**config.mk**
```make
export PLATFORM = sky130hd
export DESIGN_NAME = framebuffer_arbiter
export DESIGN_NICKNAME = d
export VERILOG_FILES = /design/src/rtl/framebuffer_arbiter.sv
export SDC_FILE = /design/constraint.sdc
export NUM_CORES = 1
export LEC_CHECK = 0
export BUFFER_PORTS_ARGS = -buffer_cell sky130_fd_sc_hd__buf_4
export CAP_MARGIN = 20
export CORE_UTILIZATION = 45
export CTS_CLUSTER_DIAMETER = 50
export DETAILED_ROUTE_END_ITERATION = 10
export PLACE_DENSITY = 0.76
export SYNTH_ARGS = -nofsm -noshare
export SYNTH_HDL_FRONTEND = slang
export SYNTH_SLANG_ARGS = --single-unit
```
**constraint.sdc**
```tcl
create_clock -name Clk -period 1.7 [get_ports Clk]
set_clock_uncertainty 0.15 [all_clocks]
set_input_delay 0.085 -clock Clk [delete_from_list [all_inputs] [get_ports Clk]]
set_output_delay 0.085 -clock Clk [all_outputs]
set_load 0.02 [all_outputs]
```
**src/rtl/framebuffer_arbiter.sv**
```systemverilog
// -----------------------------------------------------------------------------
// framebuffer_arbiter
//
// Schedules the single-port frame-buffer RAM between three users:
//   1. VGA pixel fetch (strict priority, one read per cycle, 2-cycle latency)
//   2. internal screen-clear engine (fills every pixel with a latched colour)
//   3. external drawing engine (valid/ready writer, out-of-range writes dropped)
//
// Optional feature: define FB_STATS_EN to build the write-stall counter.
// Without it, stall_count is tied to zero and no counter logic exists.
//
// Ports:
//   Clk, Reset          system clock, synchronous active-high reset
//   rd_req, rd_addr     VGA fetch request / address (not range-checked)
//   rd_data, rd_valid   fetched colour index, valid two cycles after rd_req
//   wr_valid, wr_ready  writer handshake (transfer when both high)
//   wr_addr, wr_data    writer address / colour index
//   wr_err              one-cycle pulse after an accepted out-of-range write
//   clear_start         pulse: begin (or restart) a full-screen fill
//   clear_color         fill colour, sampled on clear_start
//   clear_busy          fill in progress
//   mem_addr, mem_we,
//   mem_wdata           RAM address / write enable / write data
//   mem_rdata           RAM read data (1-cycle synchronous read)
//   stall_count         cycles a writer waited (saturating, FB_STATS_EN only)
// -----------------------------------------------------------------------------
module framebuffer_arbiter #(
    parameter int X_SIZE = 640,
    parameter int Y_SIZE = 480,
    parameter int AW     = 19,
    parameter int DW     = 8
) (
    input  logic          Clk,
    input  logic          Reset,
    input  logic          rd_req,
    input  logic [AW-1:0] rd_addr,
    output logic [DW-1:0] rd_data,
    output logic          rd_valid,
    input  logic          wr_valid,
    output logic          wr_ready,
    input  logic [AW-1:0] wr_addr,
    input  logic [DW-1:0] wr_data,
    output logic          wr_err,
    input  logic          clear_start,
    input  logic [DW-1:0] clear_color,
    output logic          clear_busy,
    output logic [AW-1:0] mem_addr,
    output logic          mem_we,
    output logic [DW-1:0] mem_wdata,
    input  logic [DW-1:0] mem_rdata,
    output logic [15:0]   stall_count
);

    localparam int unsigned   NPIX     = X_SIZE * Y_SIZE;
    localparam logic [AW-1:0] PIX_END  = AW'(NPIX);
    localparam logic [AW-1:0] PIX_LAST = AW'(NPIX - 1);

    typedef enum logic {
        IDLE  = 1'b0,
        CLEAR = 1'b1
    } state_t;

    state_t        r_state;
    state_t        w_state_next;
    logic [AW-1:0] r_clr_cnt;
    logic [AW-1:0] w_clr_cnt_next;
    logic [DW-1:0] r_clr_color;
    logic [DW-1:0] w_clr_color_next;

    logic [AW-1:0] r_last_addr;
    logic          r_rd_pend;
    logic          r_rd_valid;
    logic [DW-1:0] r_rd_data;
    logic          r_wr_err;

    logic          w_grant_clr;
    logic          w_grant_wr;
    logic          w_wr_in_range;
    logic [AW-1:0] w_mem_addr;
    logic          w_mem_we;
    logic [DW-1:0] w_mem_wdata;

    // ------------------------------------------------------------------
    // Fixed-priority grant: VGA read, then clear engine, then writer.
    // No RAM write or writer handshake completes while Reset is held, so a
    // fill interrupted by reset leaves the remaining pixels untouched.
    // ------------------------------------------------------------------
    assign w_grant_clr   = !rd_req && (r_state == CLEAR) && !Reset;
    assign w_grant_wr    = !rd_req && (r_state == IDLE) && wr_valid && !Reset;
    assign w_wr_in_range = (wr_addr < PIX_END);

    always_comb begin
        // NOTE: every signal assigned here gets a default first, so no path
        // through the if/else chain can leave it unassigned and infer a latch.
        w_mem_addr  = r_last_addr;
        w_mem_we    = 1'b0;
        w_mem_wdata = '0;
        if (rd_req) begin
            w_mem_addr = rd_addr;
        end else if (w_grant_clr) begin
            w_mem_addr  = r_clr_cnt;
            w_mem_we    = 1'b1;
            w_mem_wdata = r_clr_color;
        end else if (w_grant_wr) begin
            w_mem_addr  = wr_addr;
            w_mem_we    = w_wr_in_range;
            w_mem_wdata = wr_data;
        end
    end

    // ------------------------------------------------------------------
    // Clear FSM next state. clear_start overrides everything, including the
    // final fill slot, so a restart always begins again from pixel 0.
    // ------------------------------------------------------------------
    always_comb begin
        w_state_next     = r_state;
        w_clr_cnt_next   = r_clr_cnt;
        w_clr_color_next = r_clr_color;
        if (w_grant_clr) begin
            if (r_clr_cnt == PIX_LAST) begin
                w_state_next   = IDLE;
                w_clr_cnt_next = '0;
            end else begin
                w_clr_cnt_next = r_clr_cnt + AW'(1);
            end
        end
        if (clear_start) begin
            w_state_next     = CLEAR;
            w_clr_cnt_next   = '0;
            w_clr_color_next = clear_color;
        end
    end

    always_ff @(posedge Clk) begin
        // NOTE: sequential state uses non-blocking assignments so every flop
        // samples the pre-edge values, independent of statement order.
        if (Reset) begin
            r_state     <= IDLE;
            r_clr_cnt   <= '0;
            r_clr_color <= '0;
            r_last_addr <= '0;
            r_rd_pend   <= 1'b0;
            r_rd_valid  <= 1'b0;
            r_rd_data   <= '0;
            r_wr_err    <= 1'b0;
        end else begin
            r_state     <= w_state_next;
            r_clr_cnt   <= w_clr_cnt_next;
            r_clr_color <= w_clr_color_next;
            r_last_addr <= w_mem_addr;
            // Read pipeline: address goes out in cycle N, RAM data appears in
            // N+1 and is registered so rd_data/rd_valid are seen in N+2.
            r_rd_pend   <= rd_req;
            r_rd_valid  <= r_rd_pend;
            if (r_rd_pend) begin
                r_rd_data <= mem_rdata;
            end
            r_wr_err    <= w_grant_wr && !w_wr_in_range;
        end
    end

    assign mem_addr   = w_mem_addr;
    assign mem_we     = w_mem_we;
    assign mem_wdata  = w_mem_wdata;
    assign wr_ready   = w_grant_wr;
    assign wr_err     = r_wr_err;
    assign rd_valid   = r_rd_valid;
    assign rd_data    = r_rd_data;
    assign clear_busy = (r_state == CLEAR);

`ifdef FB_STATS_EN
    logic [15:0] r_stall_count;

    always_ff @(posedge Clk) begin
        if (Reset || clear_start) begin
            r_stall_count <= '0;
        end else if (wr_valid && !w_grant_wr && (r_stall_count != 16'hFFFF)) begin
            r_stall_count <= r_stall_count + 16'd1;
        end
    end

    assign stall_count = r_stall_count;
`else
    assign stall_count = 16'd0;
`endif

endmodule

```
==> Word-level counts from Yosys, hierarchy flattened <==
Index checks and enable logic that the tools add are counted.
{ "classes": {"add_sub_neg": 1, "magnitude_cmp": 1, "n_eq_ne": 1, "n_mux": 13, "bitwise": 1, "n_reduce_logical": 13} }
{ "op_table": {"columns": ["op", "count"], "rows": [
  ["two-way mux 19 bit", 4],
  ["two-way mux 8 bit", 3],
  ["adder 19 x 1 -> 19 bit, second input constant", 1],
  ["== test 19 bit, second input constant", 1],
  ["less-than comparator 19 bit, second input constant", 1],
  ["logical AND 1 bit", 6],
  ["two-way mux 1 bit", 6],
  ["nonzero test 2 bit", 2],
  ["zero test 1 bit", 3],
  ["AND reduction 2 bit", 1],
  ["OR reduction 2 bit", 1],
  ["inverter 1 bit", 1]
]} }
{ "word_totals": {"ff_bits": 58, "output_inout_bits": 56, "word_cells": 38} }

==> Depth between registers and ports, before layout <==
Gate-level depths: netlist of the first run.
{ "logic_depth": {"ltp_word": 7, "depth_mapped": 7, "depth_no_buf": 4} }

==> Least setup slack after synthesis of the first run <==
No wires, ideal clock.
{ "synth_timing": {"kind": "reg2reg", "startpoint": "register r_state, in the netlist clear_busy", "endpoint": "register r_last_addr[4]", "setup_ns": 0.068, "arrival_ns": 1.938, "required_time_ns": 1.482, "slack_ns": -0.455, "stages_incl_launch_ff": 5, "path_buffers": 1, "path_cell_list": "dfxtp_1 > clkbuf_1 > a21oi_1 > o41ai_1 > nor2b_1"} }
{ "synth_between": {"elab_chain_cells": 7} }
{ "synth_rtl": {"columns": ["item", "line_no", "source"], "rows": [
  ["start, declared", "63", "state_t r_state;"],
  ["start signal, assigned", "147", "r_state <= w_state_next;"],
  ["inverter 1 bit", "89", "assign w_grant_wr = !rd_req && (r_state == IDLE) && wr_valid && !Reset;"],
  ["logical AND 1 bit (3 in series)", "89", null],
  ["two-way mux 19 bit", "104", "end else if (w_grant_wr) begin"],
  ["two-way mux 19 bit *", "100", "end else if (w_grant_clr) begin"],
  ["two-way mux 19 bit *", "98", "if (rd_req) begin"],
  ["net mem_addr[4]", "47", "output logic [AW-1:0] mem_addr,"],
  ["end signal, assigned", "150", "r_last_addr <= w_mem_addr;"],
  ["end, declared", "70", "logic [AW-1:0] r_last_addr;"]
]} }
The timed path passes the listed nets; every way through them passes the cells marked *.
A chain may end at the register's enable or synchronous reset.

==> Worst setup path after layout of the first run <==
{ "layout_timing": {"startpoint": "register r_state, in the netlist clear_busy", "endpoint": "output mem_addr[10]"} }
{ "layout_between": {"elab_chain_cells": 7} }
{ "layout_rtl": {"columns": ["item", "line_no"], "rows": [
  ["inverter 1 bit", "89"],
  ["logical AND 1 bit (3 in series)", "89"],
  ["two-way mux 19 bit", "104"],
  ["two-way mux 19 bit *", "100"],
  ["two-way mux 19 bit *", "98"],
  ["end, declared", "47"]
]} }
Every way passes the cells marked *; elsewhere a longest branch is shown, timed or not.

==> results of run 1 <==
## cells in the mapped netlist (6+ instances only)
| master | number |
|---|---|
| nand4_1 | 8 |
| nor2b_1 | 37 |
| a22o_1 | 8 |
| nand2_1 | 26 |
| buf_4 | 16 |
| or2_2 | 18 |
| nor2_1 | 29 |
| or3_1 | 6 |
| xor2_1 | 8 |
| o21ai_0 | 11 |
| mux2i_1 | 16 |
| o41ai_1 | 12 |
| dfxtp_1 | 58 |
| buf_2 | 13 |
| or4b_1 | 15 |
| nor3b_1 | 18 |
| clkbuf_1 | 18 |
| a21oi_1 | 33 |
## through the flow
| stage | area [um2] | utilization, % | total power [mW] |
|---|---|---|---|
| after global placement | 4950 | 67.8 | 2.35 |
| after CTS | 5840 | 80.1 | 3.93 |
| after global routing | 6160 | 84.5 | 4.24 |
| final | 6160 | 84.5 | 4.14 |
| after floorplan | 3760 | - | 2.04 |
| after detailed placement | 4950 | 67.8 | 2.37 |
## sequential cells by signal, summed over array words and instances, names as in the netlist
register and flops:
rd_data 8, wr_err 1, rd_valid 1, r_rd_pend 1, r_clr_cnt 19, r_last_addr 19
r_clr_color 8, clear_busy 1
## logic make-up (layout without fill, tap and decap cells)
family,count (synthesis),in the layout,share of synthesized area (%)
xor gates and xnor gates,8,8,2.05
muxes,16,16,4.69
buffers and inverters,56,252,8.82
DFF,58,58,34.0
adders and majority gates,1,1,0.366
other,1,16,0.110
and+or+nand+nor,181,181,32.9
AOI/OAI and AO/OA,82,82,17.1
## worst max-delay path by stage
stage	startpoint	end	depth (start not counted)
final	clear_busy$_SDFFE_PP0P_	mem_addr[10]	5
after global routing	clear_busy$_SDFFE_PP0P_	mem_addr[10]	5
after CTS	clear_busy$_SDFFE_PP0P_	mem_addr[7]	5
after detailed placement	r_clr_cnt[14]$_SDFFE_PP0P_	r_clr_cnt[14]$_SDFFE_PP0P_	7
after global placement	r_clr_cnt[14]$_SDFFE_PP0P_	r_clr_cnt[14]$_SDFFE_PP0P_	7
after floorplan	rd_req	mem_addr[18]	4
## worst max-delay path: stages (launching register included)
cell     delay, ns
dfxtp_4       0.40
buf_6         0.13
buf_16        0.14
a21oi_2       0.05
o41ai_4       0.42
buf_4         0.22
## per-layer routing
| metal | global-route usage [%] | up-vias |
|---|---|---|
| met4 | 16.3 | 0 |
| met5 | 0 | - |
| met3 | 5.36 | 72 |
| met2 | 49.7 | 273 |
| met1 | 37.1 | 2041 |
| li1 | - | 1822 |
## power by group through the flow
stage	clock, mW	sequential (mW)	combinational (mW)
floorplan	0	1.48	0.554
global placement	0	1.48	0.874
detailed placement	0	1.48	0.890
CTS	1.47	1.45	1.02
global route	1.58	1.46	1.20
finish	1.52	1.46	1.16
## cell type report
| type | instances | area [um2] | share of cell area, % |
|---|---|---|---|
| Sequential cell | 58 | 1170 | 18.9 |
| Tap cell | 99 | 124 | 2.01 |
| Clock buffer | 9 | 124 | 2.01 |
| Inverter | 5 | 18.8 | 0.305 |
| Multi-Input combinational cell | 304 | 2580 | 41.9 |
| Timing Repair Buffer | 231 | 2040 | 33.2 |
| Clock inverter | 7 | 101 | 1.65 |
## timing repair
action / in CTS / in global routing
endpoints found under the hold margin: 36 / 0
setup buffers: 6 / 14
gates cloned: 2 / 2
hold buffers: 37 / 0
setup endpoints to repair: 43 / 48
pin swaps: 18 / 16
gates resized for setup: 51 / 45
==> impl_metrics.yaml, run 1 <==
outcome:
  outcome: "finished with violations"
  failed_checks: "negative setup slack"
routing:
  ant_nets: 0
  wl_per_cell_um: 21.1
  met2WireLength_mm: 7.31
  vias: 4208
  routed_wl_mm: 15.1
  dr.max_layer_used: "met4"
  wl_met3_mm: 1.03
  viasPerCell: 5.90
  wl_met1_mm: 6.00
  drc: 0
  first_pass_iters: 5
  detail_route.iter0.violations: 388
cts:
  clock_latency_ns: 0.36
  cts_root_buf: "clkbuf_8"
  clock_sinks: 58
  cts.htree.levels: 3
  cts_buffer_depth: 2
  cts_tree: "built"
  path_clk_slew_ns: 0.09
  cts_buffers: 9
setup_path:
  ff2ff_path_depth: 4
  crit_path_start_kind: "register"
  endpoint_kind: "output pin"
  crit_arrival_ns: 1.73
  required_ns: 1.46
  r2r-start: "r_clr_cnt[11]$_SDFFE_PP0P_"
  r2r_slack_ns: -0.17
  worstPathMaxFanout: 11
  timing.rr.end: "r_clr_cnt[18]$_SDFFE_PP0P_"
  critical_path_class: "register to output pin"
worst_hold_path:
  worstHoldPathType: "input pin to register"
  holdPathEnd: "r_last_addr[6]$_SDFF_PP0_"
  min_from: "Reset"
  whs_path_depth: 3
power_and_ir_drop:
  power_frac_seq_pct: 35.2
  power_frac_clock_pct: 36.8
  netSwitchingFraction_pct: 31.3
  vdd_ir_drop_max_mv: 0.542
  power_leakage_nw: 2.66
  power_density_nw_per_um2: 672
  combPwrFrac_pct: 28.0
  switchingPower_mw: 1.29
  internal_power_mw: 2.84
synthesis:
  netlist-cell-type-count: 48
  ys_ff_latch: 58
  synth_edf_count: 0
  synth_cells: 403
  async_flop_share_pct: 0
  ys_seq_area_share_pct: 34.0
  synth_area_leader_cell: "dfxtp_1"
  syn_avg_cell_area_um2: 8.48
  synth_top_cell_area_share_pct: 34.0
  ys.flop_type: "dfxtp_1"
  yosys_warnings: 0
  synthTopCellsByArea: "dfxtp_1 34%, nor2b_1 6.8%, a21oi_1 4.8%, mux2i_1 4.7%, or4b_1 4.4%"
  synth_area_um2: 3420
timing:
  final-max-slew-violation-count: 0
  tns_ns: -6.13
  setup_violations: 42
  min_period_ns: 1.96
  fin_ws_ns: -0.264
  slew_headroom_pct: 64.5
  tightestPinTransition_ns: 0.531
  hold-worst-slack_ns: 0.0402
  clock.fmax_mhz: 509
  hold_violations: 0
  rsz0062_at_grt: "yes"
  min_period_over_period_pct: 116
final_layout:
  diodes: 0
  layout_commonest_cell: "buf_4"
  drive_above_1_share_pct: 49.0
  fin_nets: 677
  fill_cells: 341
  area_delta_synth_final_pct: 80.2
  finalNonFillerCells: 713
  most-common-layout-cells: "162 x buf_4, 55 x dfxtp_1, 37 x nor2b_1, 37 x dlygate4sd3_1, 27 x nor2_1"
run:
  drv_cap: 0
global_routing:
  grt_pass1_wl_mm: 18.1
  grt_max_degree: 28
  grt_antenna_before_repair: 0
  overflow: 0
  grt_pass1_vias: 3810
  grt_usage_pct: 30.0
placement:
  hpwl_mm: 7.09
  dpl.cell_count: 639
  port_buffers: 106
  place_ws_ns: -0.146
  place.gp.congestion: 0.806
floorplan:
  die_h_um: 89.2
  core-area_um2: 7290
  ios: 123
  rows: 31
  start_util_pct: 46.9
  die-area_um2: 7950
  die_w_um: 89.2
No activity file was read; power rests on OpenSTA's default activity.
==> run 2, diff against run 1 <==
clock period = 1.8 ns   (was 1.7 ns; I/O delays follow)
==> run 2 against run 1 <==
  * Register-to-register slack better by 0.26 ns
  * Core utilization decreased by 7.7 points
  * Combinational power decreased by 18%
  * Wire length shrank 25%
  * Largest cell class unchanged
  * Flip-flop and latch count is the same
  * Critical endpoint is now mem_addr[17]
  * Total power down 7.7%
  * Final area fell by 9.1%
  * Highest routed layer unchanged
  * The run still ends with negative setup slack left
==> impl_metrics.yaml, run 2 (synthesis results as in run 1) <==
outcome:
  outcome: "finished with violations"
  failed_checks: "negative setup slack"
routing:
  viasPerCell: 5.49
  wl_per_cell_um: 16.6
  drc: 0
  first_pass_iters: 4
  detail_route.iter0.violations: 234
  routed_wl_mm: 11.3
  ant_nets: 0
  vias: 3742
power_and_ir_drop:
  switchingPower_mw: 1.08
  power_leakage_nw: 2.43
  power_density_nw_per_um2: 681
  internal_power_mw: 2.74
  power_frac_clock_pct: 39.2
  vdd_ir_drop_max_mv: 0.477
  power_frac_seq_pct: 35.9
  netSwitchingFraction_pct: 28.2
  power.total_mw: 3.82
  combPwrFrac_pct: 25.0
setup_path:
  cp_common_cell: "buf_4"
  crit_path_cell_trace: "buf_4 -> buf_4 -> or4b_1 -> a21oi_1 -> o41ai_4 -> buf_4"
  required_ns: 1.56
  endpoint_kind: "output pin"
  slowest_delay_ns: 0.56
  critical_path_class: "input pin to output pin"
  worstPathMaxFanout: 16
  cp_slowest_cell: "or4b_1"
  crit_path_start_kind: "input pin"
  ff2ff_path_depth: 4
  crit_arrival_ns: 1.66
timing:
  rsz0062_at_grt: "yes"
  tightestPinTransition_ns: 0.528
  min_period_over_period_pct: 105
  fin_ws_ns: -0.0981
  hold-worst-slack_ns: 0.0703
  hold_violations: 0
  slew_headroom_pct: 64.7
  final-max-slew-violation-count: 0
  min_period_ns: 1.90
  setup_violations: 25
  tns_ns: -1.30
  clock.fmax_mhz: 527
worst_hold_path:
  worstHoldPathType: "input pin to register"
  whs_path_depth: 3
cts:
  cts_root_buf: "clkbuf_8"
  cts_buffers: 9
  clock_latency_ns: 0.34
  cts_buffer_depth: 2
  clock_sinks: 58
  path_clk_slew_ns: 0.08
  cts_tree: "built"
  cts.htree.levels: 3
final_layout:
  diodes: 0
  area_delta_synth_final_pct: 63.9
  fin_nets: 645
  layout_commonest_cell: "buf_4"
  most-common-layout-cells: "140 x buf_4, 55 x dfxtp_1, 41 x dlygate4sd3_1"
  reg_top3: "r_clr_cnt x19, r_last_addr x19"
  drive_above_1_share_pct: 41.4
  post-route-util_pct: 76.8
  stdcell_area_um2: 5600
run:
  drv_cap: 0
floorplan:
  die-area_um2: 7950
  die_w_um: 89.2
  ios: 123
  die_h_um: 89.2
  rows: 31
  start_util_pct: 46.9
  core-area_um2: 7290
global_routing:
  grt_pass1_vias: 3535
  overflow: 0
  grt_antenna_before_repair: 0
  grt_pass1_wl_mm: 17.4
  grt_max_degree: 40
  grt_usage_pct: 28.6
placement:
  port_buffers: 106
  dpl-instance-area_um2: 4710
  place.gp.congestion: 0.887
  hpwl_mm: 6.65
==> run 2: path summary, 6_finish.rpt <==
path,start,end,slack (ns)
worst max-delay path,Reset,mem_addr[17],-0.1
worst min-delay path,Reset,r_last_addr[15]$_SDFF_PP0_,0.07
worst max register to register,r_clr_cnt[1]$_SDFFE_PP0P_,r_clr_cnt[18]$_SDFFE_PP0P_,0.09
worst min register to register,rd_data[4]$_SDFFE_PP0P_,rd_data[4]$_SDFFE_PP0P_,0.35
==> run 2: critical path: cells and delay by family <==
kind,cells,cell delay [ns]
compound gates,2,0.46
buf+inv,3,0.53
simple gates,1,0.56
==> run 2: stage by stage <==
stage | worst slack (ns) | instances
after floorplan | -0.0763 | 418
after global placement | 0.0499 | 616
after detailed placement | 0.0396 | 616
after CTS | -0.0726 | 680
after global routing | -0.162 | 681
final | -0.0981 | 681
==> run 2: cell type report <==
| cell class | count | area (um2) |
|---|---|---|
| Multi-Input combinational cell | 304 | 2370 |
| Fill cell | 462 | 1690 |
| Timing Repair Buffer | 199 | 1680 |
| Sequential cell | 58 | 1160 |
| Clock buffer | 9 | 124 |
| Tap cell | 99 | 124 |
| Clock inverter | 7 | 118 |
| Inverter | 5 | 18.8 |
==> run 2: power by group through the flow <==
stage | clock network (mW) | registers, mW | logic, mW
finish | 1.50 | 1.37 | 0.953
global route | 1.57 | 1.38 | 1.01
CTS | 1.50 | 1.37 | 0.918
detailed placement | 0 | 1.39 | 0.796
global placement | 0 | 1.39 | 0.783
floorplan | 0 | 1.40 | 0.510
==> run 2: per-layer routing <==
layer / vias up / share of wire (%) / global-route usage [%]
li1: 1764 / - / -
met1: 1803 / 44 / 37.0
met2: 147 / 50 / 46.2
met3: 28 / 4.0 / 4.80
met4: 0 / 2.6 / 14.3
met5: - / 0 / 0
==> run 2: what timing repair did <==
| action | in CTS | in global routing |
|---|---|---|
| endpoints found under the hold margin | 36 | 0 |
| gates resized for setup | 34 | 15 |
| setup buffers | 5 | 1 |
| cloned | 3 | 0 |
| hold buffers | 41 | 0 |
| pin swaps | 6 | 7 |
| setup endpoints to repair | 37 | 45 |
==> run 3, diff against run 2 <==
TNS_END_PERCENT = 30   (was default)
==> run 3 against run 2 <==
  * The flow still finishes with violations (negative setup slack)
  * Sequential share of layout area increased by 0.13 points
  * Cell count up 0.59%
  * Flip-flop and latch count unchanged
  * Wire length grew 7.9%
  * Clock power is 5% lower
  * Maximum frequency grew 1.2%
  * Total power is 2.8% lower
  * Non-clock buffer count increased by 4
  * Via count increased by 3.0%
  * Critical endpoint is now mem_wdata[0]
==> impl_metrics.yaml, run 3 (synthesis results as in run 1) <==
placement:
  dpl.cell_count: 612
  place.gp.congestion: 0.855
  port_buffers: 106
  hpwl_mm: 6.55
final_layout:
  diodes: 0
  area_delta_synth_final_pct: 63.1
  fin_nets: 649
  layout_commonest_cell: "buf_4"
  finalNonFillerCells: 685
  register_area_um2: 1170
  multi_input_area_um2: 2300
  fill_cells: 454
  drive_above_1_share_pct: 40.6
  most-common-layout-cells: "139 x buf_4, 56 x dfxtp_1, 47 x dlygate4sd3_1"
  reg_top3: "r_clr_cnt x19, r_last_addr x19"
floorplan:
  core-area_um2: 7290
  rows: 31
  die-area_um2: 7950
  die_w_um: 89.2
  ios: 123
  start_util_pct: 46.9
  die_h_um: 89.2
power_and_ir_drop:
  power_density_nw_per_um2: 666
  power_frac_clock_pct: 38.1
  switchingPower_mw: 1.10
  vdd_ir_drop_max_mv: 0.502
  internal_power_mw: 2.61
  power.total_mw: 3.71
  combPwrFrac_pct: 24.8
  power_leakage_nw: 2.42
  power_frac_seq_pct: 37.0
  netSwitchingFraction_pct: 29.7
cts:
  clock_latency_ns: 0.35
  cts_buffers: 9
  path_clk_slew_ns: 0.08
  cts_tree: "built"
  cts_buffer_depth: 2
  clock_sinks: 58
  cts_root_buf: "clkbuf_8"
  cts.htree.levels: 3
global_routing:
  overflow: 0
  grt_antenna_before_repair: 0
  grt_pass1_wl_mm: 17.6
  grt_pass1_vias: 3541
  grt_usage_pct: 29.5
  grt_max_degree: 40
timing:
  fin_ws_ns: -0.0756
  min_period_over_period_pct: 104
  hold_violations: 0
  final-max-slew-violation-count: 0
  rsz0062_at_grt: "yes"
  min_period_ns: 1.88
  clock.fmax_mhz: 533
  setup_violations: 21
outcome:
  outcome: "finished with violations"
  failed_checks: "negative setup slack"
setup_path:
  endpoint_kind: "output pin"
  worstPathMaxFanout: 6
  crit_arrival_ns: 1.64
  crit_path_start_kind: "register"
  required_ns: 1.56
  critical_path_class: "register to output pin"
routing:
  routed_wl_mm: 12.2
  vias: 3853
  viasPerCell: 5.62
  first_pass_iters: 7
  detail_route.iter0.violations: 282
  ant_nets: 0
  drc: 0
  wl_per_cell_um: 17.8
worst_hold_path:
  worstHoldPathType: "input pin to register"
run:
  drv_cap: 0
run 3: changes by cell type in the layout (fill, tap and decap cells not counted), moves of 2 or more:
cell / change
buf_12: -2
clkinv_4: +3
clkinvlp_4: -2
o41ai_2: +8
dlygate4sd3_1: +6
or3_1: -2
nor3b_1: +4
nor3b_2: -5
or3_4: +2
o41ai_4: -8
dfxtp_2: -2
run 3: metal layers:
metal | global-route usage [%] | vias up | wire length [um]
met5 | 0 | - | 0
met4 | 14.3 | 0 | 529
met3 | 5.82 | 57 | 811
met2 | 50.2 | 205 | 5990
met1 | 35.7 | 1827 | 4840
li1 | - | 1764 | -
run 3: critical path: stages, from the launching register on:
cell     delay, ns
dfxtp_4       0.38
buf_8         0.14
nor4b_4       0.25
buf_4         0.20
a22o_1        0.19
buf_6         0.13
run 3: what timing repair did:
action | in CTS | in global routing
gates resized for setup | 28 | 26
cloned | 4 | 0
setup buffers | 2 | 4
hold buffers | 47 | 0
pin swaps | 8 | 10
hold endpoints to repair | 37 | 0
endpoints found under the setup margin | 28 | 43
run 3: final timing paths:
check,start,endpoint,slack [ns],cells after the start
setup reg to reg,clear_busy$_SDFFE_PP0P_,r_clr_cnt[13]$_SDFFE_PP0P_,-0.01,6
hold reg to reg,rd_data[4]$_SDFFE_PP0P_,rd_data[4]$_SDFFE_PP0P_,0.35,2
setup / recovery,clear_busy$_SDFFE_PP0P_,mem_wdata[0],-0.08,5
hold / removal,Reset,r_last_addr[6]$_SDFF_PP0_,0.1,3
run 3: layout make-up:
class	count	area share, %
Clock inverter	7	1.84
Inverter	5	0.337
Tap cell	99	2.22
Sequential cell	58	20.9
Multi-Input combinational cell	304	41.3
Timing Repair Buffer	203	31.1
Clock buffer	9	2.22
run 3: power by group through the flow:
stage | combinational [mW] | clock (mW) | sequential, mW
4_1_cts | 0.875 | 1.39 | 1.37
2_1_floorplan | 0.477 | 0 | 1.40
5_1_grt | 0.981 | 1.49 | 1.38
3_5_place_dp | 0.741 | 0 | 1.40
6_report | 0.922 | 1.42 | 1.37
3_3_place_gp | 0.730 | 0 | 1.39
run 3: through the flow:
step | worst slack (ns) | setup TNS (ns) | util (%) | hold slack [ns] | area (um2)
after floorplan | -0.281 | -0.944 | - | 0.0872 | 3640
after global placement | 0.0925 | 0 | 62.7 | 0.174 | 4570
after detailed placement | 0.0684 | 0 | 62.7 | 0.183 | 4570
after CTS | -0.0346 | -0.292 | 74.7 | 0.0957 | 5440
after global routing | -0.146 | -2.43 | 76.4 | 0.116 | 5570
final | -0.0756 | -0.778 | 76.4 | 0.0967 | 5570
